--- src/rtl/four_connect_pkg.sv ---
// four_connect_pkg: shared codes, FSM/direction enums and direction steps
// for the four-connect turn controller and its board store.
package four_connect_pkg;

  // cell / player codes
  localparam logic [1:0] P_EMPTY = 2'b00;
  localparam logic [1:0] P_ONE   = 2'b01;
  localparam logic [1:0] P_TWO   = 2'b10;

  // game status codes
  localparam logic [1:0] FS_PLAY   = 2'b00;
  localparam logic [1:0] FS_P1_WIN = 2'b01;
  localparam logic [1:0] FS_P2_WIN = 2'b10;
  localparam logic [1:0] FS_DRAW   = 2'b11;

  typedef enum logic [2:0] {
    ST_IDLE,
    ST_PLACE,
    ST_SCAN,
    ST_RESP,
    ST_OVER
  } state_e;

  // scan order: horizontal, vertical, "/", "\"
  typedef enum logic [1:0] {
    DIR_HORZ,
    DIR_VERT,
    DIR_DIAG_UP,
    DIR_DIAG_DN
  } dir_e;

  // step of the + side; 2'b11 encodes -1
  typedef struct packed {
    logic [1:0] drow;
    logic [1:0] dcol;
  } step_t;

  function automatic step_t dir_step(input dir_e d);
    step_t s;
    case (d)
      DIR_HORZ:    s = '{drow: 2'b00, dcol: 2'b01};
      DIR_VERT:    s = '{drow: 2'b01, dcol: 2'b00};
      DIR_DIAG_UP: s = '{drow: 2'b01, dcol: 2'b01};
      default:     s = '{drow: 2'b01, dcol: 2'b11};
    endcase
    return s;
  endfunction

endpackage

--- src/rtl/four_connect_board.sv ---
// four_connect_board: ROWS x COLS array of 2-bit cells. One synchronous
// write port, combinational scan and debug read ports, synchronous clear.
// Reads outside the board return EMPTY.
module four_connect_board
  import four_connect_pkg::*;
#(
  parameter int ROWS = 6,
  parameter int COLS = 7
) (
  input  logic       clk,
  input  logic       rst,
  input  logic       i_we,
  input  logic [2:0] i_wr_row,
  input  logic [2:0] i_wr_col,
  input  logic [1:0] i_wr_data,
  input  logic [2:0] i_scan_row,
  input  logic [2:0] i_scan_col,
  output logic [1:0] o_scan_cell,
  input  logic [2:0] i_dbg_row,
  input  logic [2:0] i_dbg_col,
  output logic [1:0] o_dbg_cell
);

  localparam logic [3:0] ROWS_W = 4'(ROWS);
  localparam logic [3:0] COLS_W = 4'(COLS);

  logic [ROWS-1:0][COLS-1:0][1:0] r_cells;

  logic w_wr_inb, w_scan_inb, w_dbg_inb;

  assign w_wr_inb   = ({1'b0, i_wr_row}   < ROWS_W) && ({1'b0, i_wr_col}   < COLS_W);
  assign w_scan_inb = ({1'b0, i_scan_row} < ROWS_W) && ({1'b0, i_scan_col} < COLS_W);
  assign w_dbg_inb  = ({1'b0, i_dbg_row}  < ROWS_W) && ({1'b0, i_dbg_col}  < COLS_W);

  // cell store: clear on reset, single write per cycle
  always_ff @(posedge clk) begin
    if (rst) r_cells <= '0;
    else if (i_we && w_wr_inb) r_cells[i_wr_row][i_wr_col] <= i_wr_data;
  end

  // two independent read ports, empty outside the board
  always_comb begin
    o_scan_cell = P_EMPTY;
    o_dbg_cell  = P_EMPTY;
    if (w_scan_inb) o_scan_cell = r_cells[i_scan_row][i_scan_col];
    if (w_dbg_inb)  o_dbg_cell  = r_cells[i_dbg_row][i_dbg_col];
  end

endmodule

--- src/rtl/four_connect_turn_ctrl.sv ---
// four_connect_turn_ctrl: turn order, column capacity, gravity placement and
// game status for a four-connect board.
// Optional macro FOUR_CONNECT_WIN_CHECK_EN: when defined, a sequential win scan
// walks up to WIN_LEN-1 neighbours per side around each new disc. When not
// defined, placement goes straight to the response and only draw is detected.
module four_connect_turn_ctrl
  import four_connect_pkg::*;
#(
  parameter int COLS    = 7,
  parameter int ROWS    = 6,
  parameter int WIN_LEN = 4
) (
  input  logic       clk,
  input  logic       rst,
  input  logic       move_valid,
  input  logic [1:0] move_player,
  input  logic [2:0] move_col,
  output logic       move_ready,
  output logic       move_done,
  output logic       move_ok,
  output logic [2:0] row,
  output logic [2:0] col,
  output logic [1:0] turn,
  output logic [1:0] final_state,
  input  logic [2:0] dbg_row,
  input  logic [2:0] dbg_col,
  output logic [1:0] dbg_cell
);

  localparam logic [3:0] COLS_W = 4'(COLS);
  localparam logic [3:0] ROWS_H = 4'(ROWS);
  localparam logic [6:0] CELLS  = 7'(ROWS * COLS);

  state_e r_state, w_state_nxt;

  logic [1:0]            r_turn, r_final;
  logic [2:0]            r_row, r_col, r_mcol;
  logic                  r_ok;
  logic [COLS-1:0][3:0]  r_height;
  logic [6:0]            r_cnt;

  logic       w_hs, w_col_full, w_legal, w_we;
  logic [2:0] w_place_row;
  logic [2:0] w_scan_row, w_scan_col;
  logic [1:0] w_scan_cell;

  assign w_hs        = move_valid && move_ready;
  assign w_legal     = (move_player == r_turn) && ({1'b0, move_col} < COLS_W) && !w_col_full;
  assign w_place_row = r_height[r_mcol][2:0];

  // full-column test only indexes heights for in-range columns
  always_comb begin
    w_col_full = 1'b0;
    if ({1'b0, move_col} < COLS_W) w_col_full = (r_height[move_col] == ROWS_H);
  end

`ifdef FOUR_CONNECT_WIN_CHECK_EN
  localparam logic signed [4:0] ROWS_S   = 5'(ROWS);
  localparam logic signed [4:0] COLS_S   = 5'(COLS);
  localparam logic [3:0]        WIN_W    = 4'(WIN_LEN);
  localparam logic [2:0]        DIST_MAX = 3'(WIN_LEN - 1);

  dir_e       r_dir;
  logic       r_side;
  logic [2:0] r_dist;
  logic [3:0] r_count;

  step_t             w_step;
  logic signed [4:0] w_dist_s, w_off_r, w_off_c, w_nr, w_nc;
  logic              w_inb, w_match, w_side_end, w_scan_win, w_scan_last;

  // neighbour address at distance r_dist on the current side of r_dir
  always_comb begin
    w_step   = dir_step(r_dir);
    w_dist_s = $signed({2'b00, r_dist});
    w_off_r  = 5'sd0;
    w_off_c  = 5'sd0;
    if (w_step.drow == 2'b01) w_off_r = w_dist_s;
    else if (w_step.drow == 2'b11) w_off_r = -w_dist_s;
    if (w_step.dcol == 2'b01) w_off_c = w_dist_s;
    else if (w_step.dcol == 2'b11) w_off_c = -w_dist_s;
    if (r_side) begin
      w_off_r = -w_off_r;
      w_off_c = -w_off_c;
    end
    w_nr = $signed({2'b00, r_row}) + w_off_r;
    w_nc = $signed({2'b00, r_col}) + w_off_c;
  end

  assign w_scan_row  = w_nr[2:0];
  assign w_scan_col  = w_nc[2:0];
  assign w_inb       = (w_nr >= 5'sd0) && (w_nr < ROWS_S) && (w_nc >= 5'sd0) && (w_nc < COLS_S);
  assign w_match     = w_inb && (w_scan_cell == r_turn);
  assign w_side_end  = !w_match || (r_dist == DIST_MAX);
  assign w_scan_win  = (r_state == ST_SCAN) && w_match && ((r_count + 4'd1) == WIN_W);
  assign w_scan_last = (r_state == ST_SCAN) && !w_scan_win && w_side_end && r_side &&
                       (r_dir == DIR_DIAG_DN);

  // scan walker: restart at PLACE, advance distance/side/direction in SCAN
  always_ff @(posedge clk) begin
    if (rst) begin
      r_dir   <= DIR_HORZ;
      r_side  <= 1'b0;
      r_dist  <= 3'd1;
      r_count <= 4'd1;
    end else if (r_state == ST_PLACE) begin
      r_dir   <= DIR_HORZ;
      r_side  <= 1'b0;
      r_dist  <= 3'd1;
      r_count <= 4'd1;
    end else if (r_state == ST_SCAN) begin
      if (!w_side_end) begin
        r_dist  <= r_dist + 3'd1;
        r_count <= r_count + 4'd1;
      end else if (!r_side) begin
        // keep the + side tally; a match at the last distance still counts
        r_side  <= 1'b1;
        r_dist  <= 3'd1;
        r_count <= r_count + {3'b000, w_match};
      end else begin
        r_side  <= 1'b0;
        r_dist  <= 3'd1;
        r_count <= 4'd1;
        r_dir   <= dir_e'(r_dir + 2'd1);
      end
    end
  end
`else
  // board scan port has no consumer in this build
  assign w_scan_row = 3'd0;
  assign w_scan_col = 3'd0;
`endif

  // state register
  always_ff @(posedge clk) begin
    if (rst) r_state <= ST_IDLE;
    else     r_state <= w_state_nxt;
  end

  // next-state logic
  always_comb begin
    w_state_nxt = r_state;
    case (r_state)
      ST_IDLE:  if (w_hs) w_state_nxt = w_legal ? ST_PLACE : ST_RESP;
`ifdef FOUR_CONNECT_WIN_CHECK_EN
      ST_PLACE: w_state_nxt = ST_SCAN;
      ST_SCAN:  if (w_scan_win || w_scan_last) w_state_nxt = ST_RESP;
`else
      ST_PLACE: w_state_nxt = ST_RESP;
`endif
      ST_RESP:  w_state_nxt = (r_final != FS_PLAY) ? ST_OVER : ST_IDLE;
      ST_OVER:  w_state_nxt = ST_OVER;
      default:  w_state_nxt = ST_IDLE;
    endcase
  end

  // state-decoded outputs
  always_comb begin
    move_ready = (r_state == ST_IDLE);
    move_done  = (r_state == ST_RESP);
    w_we       = (r_state == ST_PLACE);
  end

  // move datapath: capture at handshake, place, then settle turn/status
  always_ff @(posedge clk) begin
    if (rst) begin
      r_turn   <= P_ONE;
      r_final  <= FS_PLAY;
      r_row    <= 3'd0;
      r_col    <= 3'd0;
      r_mcol   <= 3'd0;
      r_ok     <= 1'b0;
      r_height <= '0;
      r_cnt    <= 7'd0;
    end else begin
      case (r_state)
        ST_IDLE: if (w_hs) begin
          r_ok   <= w_legal;
          r_mcol <= move_col;
        end
        ST_PLACE: begin
          r_row            <= w_place_row;
          r_col            <= r_mcol;
          r_height[r_mcol] <= r_height[r_mcol] + 4'd1;
          r_cnt            <= r_cnt + 7'd1;
`ifndef FOUR_CONNECT_WIN_CHECK_EN
          if ((r_cnt + 7'd1) == CELLS) r_final <= FS_DRAW;
          else                         r_turn  <= r_turn ^ 2'b11;
`endif
        end
`ifdef FOUR_CONNECT_WIN_CHECK_EN
        ST_SCAN: begin
          // a win found on the last cell beats a simultaneous draw
          if (w_scan_win) r_final <= r_turn;
          else if (w_scan_last) begin
            if (r_cnt == CELLS) r_final <= FS_DRAW;
            else                r_turn  <= r_turn ^ 2'b11;
          end
        end
`endif
        default: ;
      endcase
    end
  end

  assign move_ok     = r_ok;
  assign row         = r_row;
  assign col         = r_col;
  assign turn        = r_turn;
  assign final_state = r_final;

  four_connect_board #(
    .ROWS (ROWS),
    .COLS (COLS)
  ) u_board (
    .clk         (clk),
    .rst         (rst),
    .i_we        (w_we),
    .i_wr_row    (w_place_row),
    .i_wr_col    (r_mcol),
    .i_wr_data   (r_turn),
    .i_scan_row  (w_scan_row),
    .i_scan_col  (w_scan_col),
    .o_scan_cell (w_scan_cell),
    .i_dbg_row   (dbg_row),
    .i_dbg_col   (dbg_col),
    .o_dbg_cell  (dbg_cell)
  );

endmodule

--- config.mk ---
export PLATFORM = sky130hd
export DESIGN_NAME = four_connect_turn_ctrl
export DESIGN_NICKNAME = d
export VERILOG_FILES = /design/src/rtl/four_connect_pkg.sv /design/src/rtl/four_connect_board.sv /design/src/rtl/four_connect_turn_ctrl.sv
export SDC_FILE = /design/constraint.sdc
export NUM_CORES = 1
export LEC_CHECK = 0
export ABC_CLOCK_PERIOD_IN_PS = 2700
export CAP_MARGIN = 20
export CORE_UTILIZATION = 55
export DETAILED_ROUTE_END_ITERATION = 12
export HOLD_SLACK_MARGIN = 0.06
export PLACE_DENSITY = 0.79
export SYNTH_ARGS = -nofsm -noshare
export SYNTH_HDL_FRONTEND = slang
export SYNTH_SLANG_ARGS = --single-unit
--- constraint.sdc ---
create_clock -name clk -period 2.7 [get_ports clk]
set_clock_uncertainty 0.2 [all_clocks]
set_input_delay 0.54 -clock clk [delete_from_list [all_inputs] [get_ports clk]]
set_output_delay 0.54 -clock clk [all_outputs]
set_load 0.005 [all_outputs]
; ---- Word level (Yosys, flattened, before mapping)
; Cells that the tools add are included.
[op_classes]
muxes = 22
n_lt_le_gt_ge = 12
eq_ne = 7
bitwise_logic = 2
reduce_logical = 14
add_sub_neg = 2
[ops]
columns = operator, n
row1 = $bwmux W84, 1
row2 = $bmux W14 S3, 1
row3 = $demux W14 S3, 1
row4 = $bwmux W28, 1
row5 = $mux W14, 2
row6 = $bmux W4 S3, 2
row7 = $lt A3 B4 Y1 const B, 5
row8 = $lt A3 B3 Y1 const B, 5
row9 = $demux W4 S3, 1
row10 = $mux W4, 3
row11 = $pmux W3 S4, 1
row12 = $logic_and A1 B1 Y1, 8
row13 = $mux W2, 4
row14 = $add A7 B1 Y7 const B, 1
row15 = $eq A7 B6 Y1 const B, 1
row16 = $bmux W2 S3, 1
row17 = $demux W2 S3, 1
row18 = $ge A3 B1 Y1 const B, 2
row19 = $mux W3, 2
row20 = $reduce_and A2 Y1, 3
row21 = $add A4 B1 Y4 const B, 1
row22 = $eq A4 B3 Y1 const B, 1
row23 = $eq A3 B1 Y1 const B, 1
row24 = $eq A3 B2 Y1 const B, 1
row25 = other kinds (9), 9
[word_totals]
input_bits = 14
ff_bits = 135

; ---- Longest topological paths before layout
[depth]
depth_word = 9
mapped_depth = 9
ltp_nobuf = 8

; ---- Hierarchy
; From an unflattened synthesis, not the netlist that was laid out.
[unflattened]
hier_cells = 906
area_unflattened_um2 = 7485.9
[by_module_without_submodules]
columns = mod, cells_per_inst, area_each_um2, n_inst, seq_area_each_um2
row1 = four_connect_board, 630, 5004.8, 1, 1681.6
row2 = four_connect_turn_ctrl, 276, 2481.1, 1, 1021.0

; ---- Worst setup path before layout
; No wires, ideal clock.
[synth_path]
path_type = input to output
start = input port dbg_row[0]
end = output port dbg_cell[0]
setup_slack_ps = -116
n_path_buf = 2
required_time_ps = 1960
path_stages = 5
arrival_time_ps = 2076
cell_sequence = clkbuf_1 > buf_1 > mux4_2 > or2_2 > a221oi_1
[synth_between]
elab_chain_cells = 5
elab_cells_between_ends = 7
[synth_rtl]
columns = item, line
row1 = start: declaration, four_connect_turn_ctrl.sv:25  ; input logic [2:0] dbg_row,
row2 = $bmux W14 S3, four_connect_board.sv:46  ; if (w_dbg_inb) o_dbg_cell = r_cells[i_dbg_row][i_dbg_col];
row3 = $mux W14 (implied by the code), four_connect_board.sv:46
row4 = $bmux W2 S3, four_connect_board.sv:46
row5 = $mux W2 (implied by the code), four_connect_board.sv:46
row6 = $mux W2 *, four_connect_board.sv:46
row7 = end: declaration, four_connect_turn_ctrl.sv:27  ; output logic [1:0] dbg_cell
; Mark *: on every way between the ends. The rest lies on a longest branch, timed or not. The select of a mux whose other input is x is not followed.

; ---- Worst setup path after layout
[layout_path]
start = register u_board.r_cells[2] (netlist name)
end = output port dbg_cell[0]
[layout_between]
elab_chain_cells = 5
[layout_rtl]
columns = item, line
row1 = start: declaration, four_connect_board.sv:27  ; logic [ROWS-1:0][COLS-1:0][1:0] r_cells;
row2 = start signal: indexed assignment, four_connect_board.sv:38  ; else if (i_we && w_wr_inb) r_cells[i_wr_row][i_wr_col] <= i_wr_data;
row3 = $bmux W14 S3, four_connect_board.sv:46
row4 = $mux W14 (implied by the code), four_connect_board.sv:46
row5 = $bmux W2 S3, four_connect_board.sv:46
row6 = $mux W2 (implied by the code), four_connect_board.sv:46
row7 = $mux W2, four_connect_board.sv:46
; No other way between the ends. The select of a mux whose other input is x is not followed.

==> metrics.cfg <==
[sta]
hold_violations = 0
min_period_ns = 2.88
finalWorstSetupSlack_ns = -0.185
period_share = 1.07
fmax_ghz = 0.347
slew_violations = 0
slew_headroom = 0.548
rsz0062_at_grt = true
tightestPinTransition_ns = 0.675
finalSetupViolCount = 2
final.setup.tns_ns = -0.333

[power_and_ir_drop]
p_leak_uw = 0.00334
p_per_area_nw_per_um2 = 631
seqPwrFrac = 0.400
p_int_uw = 3950
vdd_drop_max_v = 0.000619
pwr-share-clk = 0.492
totalPowerFinal_uw = 5160
p_switching_uw = 1200
combPwrFrac = 0.107
switching_share = 0.234

[synthesis]
synth_area_sq_um = 6780
syn_area_per_cell_sq_um = 9.00
synth_cell_types = 56
syn_inst = 754
ys_seq_area_frac = 0.398
synth_top_area_frac = 0.398
synth_ff_type = dfxtp_1
synth_nets = 771
ys_ff_latch = 135
synth-edff-count = 0
yosys-top-cells-area = dfxtp_1 (40%), mux2i_1 (15%), nand2b_1 (8.8%)
synth_largest_area_cell = dfxtp_1
async_reset_ff_frac = 0
ys_warn_count = 0

[final_layout]
drive_gt1_frac = 0.167
antenna_cells = 0
area_growth_pct = 20.4
nFillCells = 917
final_cells = 955
finalNetCount = 812

[status]
failed_checks = negative setup slack
status = complete, but fails checks

[route]
wl_met1_um = 7350
dr_wl_met2_um = 8950
first_pass_iters = 5
ant_nets = 0
wl_per_cell_um = 18.8
finalWirelength_um = 17900
met3_length_um = 1010
drc = 0
maxUsedRoutingLayer = met4
drt_iter0_markers = 543
via_count = 5862
vias_per_cell = 6.14

[cts]
htreeDepth = 4
cts-root-buf = clkbuf_16
cts.path.max_buffers = 2
clkTransAtPathRegs_ns = 0.06
tritoncts = built
postCtsHoldBufs = 0
clock_sinks = 135
clock_latency_ns = 0.42
cts_buffers = 17

[placed_design]
placedCellCount = 914
gp_congestion = 0.956
dp_slack_ns = -1.09
io_buffers = 28
hpwl_um = 12100

[die]
fp.dieW_um = 113
fp-row-count = 40
num_io_pins = 29
die_h_um = 113
initial_utilization = 0.565
core_area_sq_um = 12000
dieArea_sq_um = 12800

[critical_path]
path_class = register to primary output
cp_cell_sequence = or3_1 -> o221ai_2 -> mux4_2 -> or2_4 -> a221oi_2 -> buf_2
cpPeakStageDelay_ns = 0.49
startpoint_type = register
critPathArrivalTime_ns = 2.14
critPathCaptureType = primary output
r2r_slack_ns = 0.13
slowest_stage = mux4_2
crit_path_max_fanout = 2
required_ns = 1.96

[job]
maxCapViolCount = 0

[worst_hold_path]
hp-class = register to register

[global_route]
grt_remaining_overflow = 0
grt_pass1_vias = 5929
grtUsageTotal = 0.297
grt_pass1_wl_um = 29400
grt_max_degree = 68
antenna_found_initial = 0

## worst max-delay path: cells and delay by family, from the launching register on
family / cells / cell delay [ns]
multiplexers: 1 / 0.49
AND/OR/NAND/NOR: 2 / 0.39
flip-flops: 1 / 0.34
AO/OA/AOI/OAI: 2 / 0.33
buffers and inverters: 1 / 0.16
## synthesized netlist by cell type, types with 8 or more instances
library cell,number
a21oi_1,35
nand2b_1,95
o221ai_1,11
and3_1,10
mux4_2,14
clkbuf_1,43
dfxtp_1,135
nand2_1,88
nor2_1,52
o21ai_0,10
nand3_1,39
mux2i_1,100
inv_1,8
## registers in the layout, summed over array words and instances (netlist names), 2 cells and up
name             cells
r_height            28
u_board.r_cells     84
turn                 2
r_state              3
row                  3
r_cnt                7
r_mcol               3
col                  3
## metrics by stage
step                      instance area [sq um]  utilization  hold slack [ns]
after CTS                                  8120        0.676            0.255
after floorplan                            6790            -            0.241
after global routing                       8170        0.680            0.271
after detailed placement                   7350        0.612            0.250
after global placement                     7350        0.612            0.243
final                                      8170        0.680            0.252
## area by class of cell
type / instances / area [sq um] / share of cell area
sequential: 135 / 2720 / 0.332
tap: 147 / 184 / 0.0225
inverter: 10 / 41.3 / 0.00505
timing repair buffer: 78 / 698 / 0.0855
clock buffer: 25 / 515 / 0.0631
multi-input combinational: 553 / 3880 / 0.475
clock inverter: 7 / 138 / 0.0168
## worst paths after layout
| check | start | endpoint | cells past startpoint |
|---|---|---|---|
| worst min register to register | col[1] | col[1] | 2 |
| worst max register to register | r_mcol[0] | r_height[23] | 7 |
| worst min-delay path | col[1] | col[1] | 2 |
| worst max-delay path | u_board.r_cells[2] | dbg_cell[0] | 6 |
## cell families (layout without fill, tap and decap cells)
logic type	Yosys count	after routing	share of synthesized area
multiplexers	117	117	0.199
AND/OR/NAND/NOR	336	336	0.259
buffers and inverters	66	120	0.0402
XOR/XNOR	11	11	0.0142
adder cells (fa/ha/maj)	3	3	0.00553
flip-flops	135	135	0.398
AO/OA/AOI/OAI	86	86	0.0832
## layer usage
| layer | track usage | vias to the layer above |
|---|---|---|
| met4 | 0.135 | 0 |
| met3 | 0.0648 | 55 |
| met5 | 0 | - |
| li1 | - | 2711 |
| met1 | 0.343 | 2869 |
| met2 | 0.524 | 227 |
## repair_timing
item / 4_1_cts / 5_1_grt
endpoints found under the hold margin: 0 / 0
cloned: 0 / 0
gates resized for setup: 43 / 12
endpoints found under the setup margin: 2 / 59
setup buffers: 9 / 0
pin swaps: 3 / 5
## cell usage in the layout (no fill, tap or decap), types with 4 or more instances in the layout
cell type,n
nor3_1,5
mux4_2,14
o221ai_2,4
and2_1,4
nand3b_1,5
a211oi_1,4
nand2_1,88
xor2_1,7
inv_1,6
clkbuf_8,6
o21ai_0,10
clkbuf_16,17
a21oi_1,35
o221ai_1,7
or4_1,7
mux2i_1,100
nor4bb_1,4
and3_1,9
buf_6,4
buf_4,45
clkdlybuf4s50_1,21
bufinv_16,4
dfxtp_2,10
o211ai_1,5
xnor2_1,4
nand2b_1,95
nand3_1,39
dfxtp_1,125
nor2_1,52
nor2b_1,7
## power by group through the flow
stage | Clock, uW | Combinational [uW] | Sequential (uW)
after floorplan | 0 | 323 | 2090
after CTS | 2550 | 540 | 2060
after detailed placement | 0 | 518 | 2100
after global placement | 0 | 504 | 2100
after global routing | 2650 | 593 | 2070
final | 2540 | 554 | 2060
Note: power is estimated with default switching activity, not from simulation.
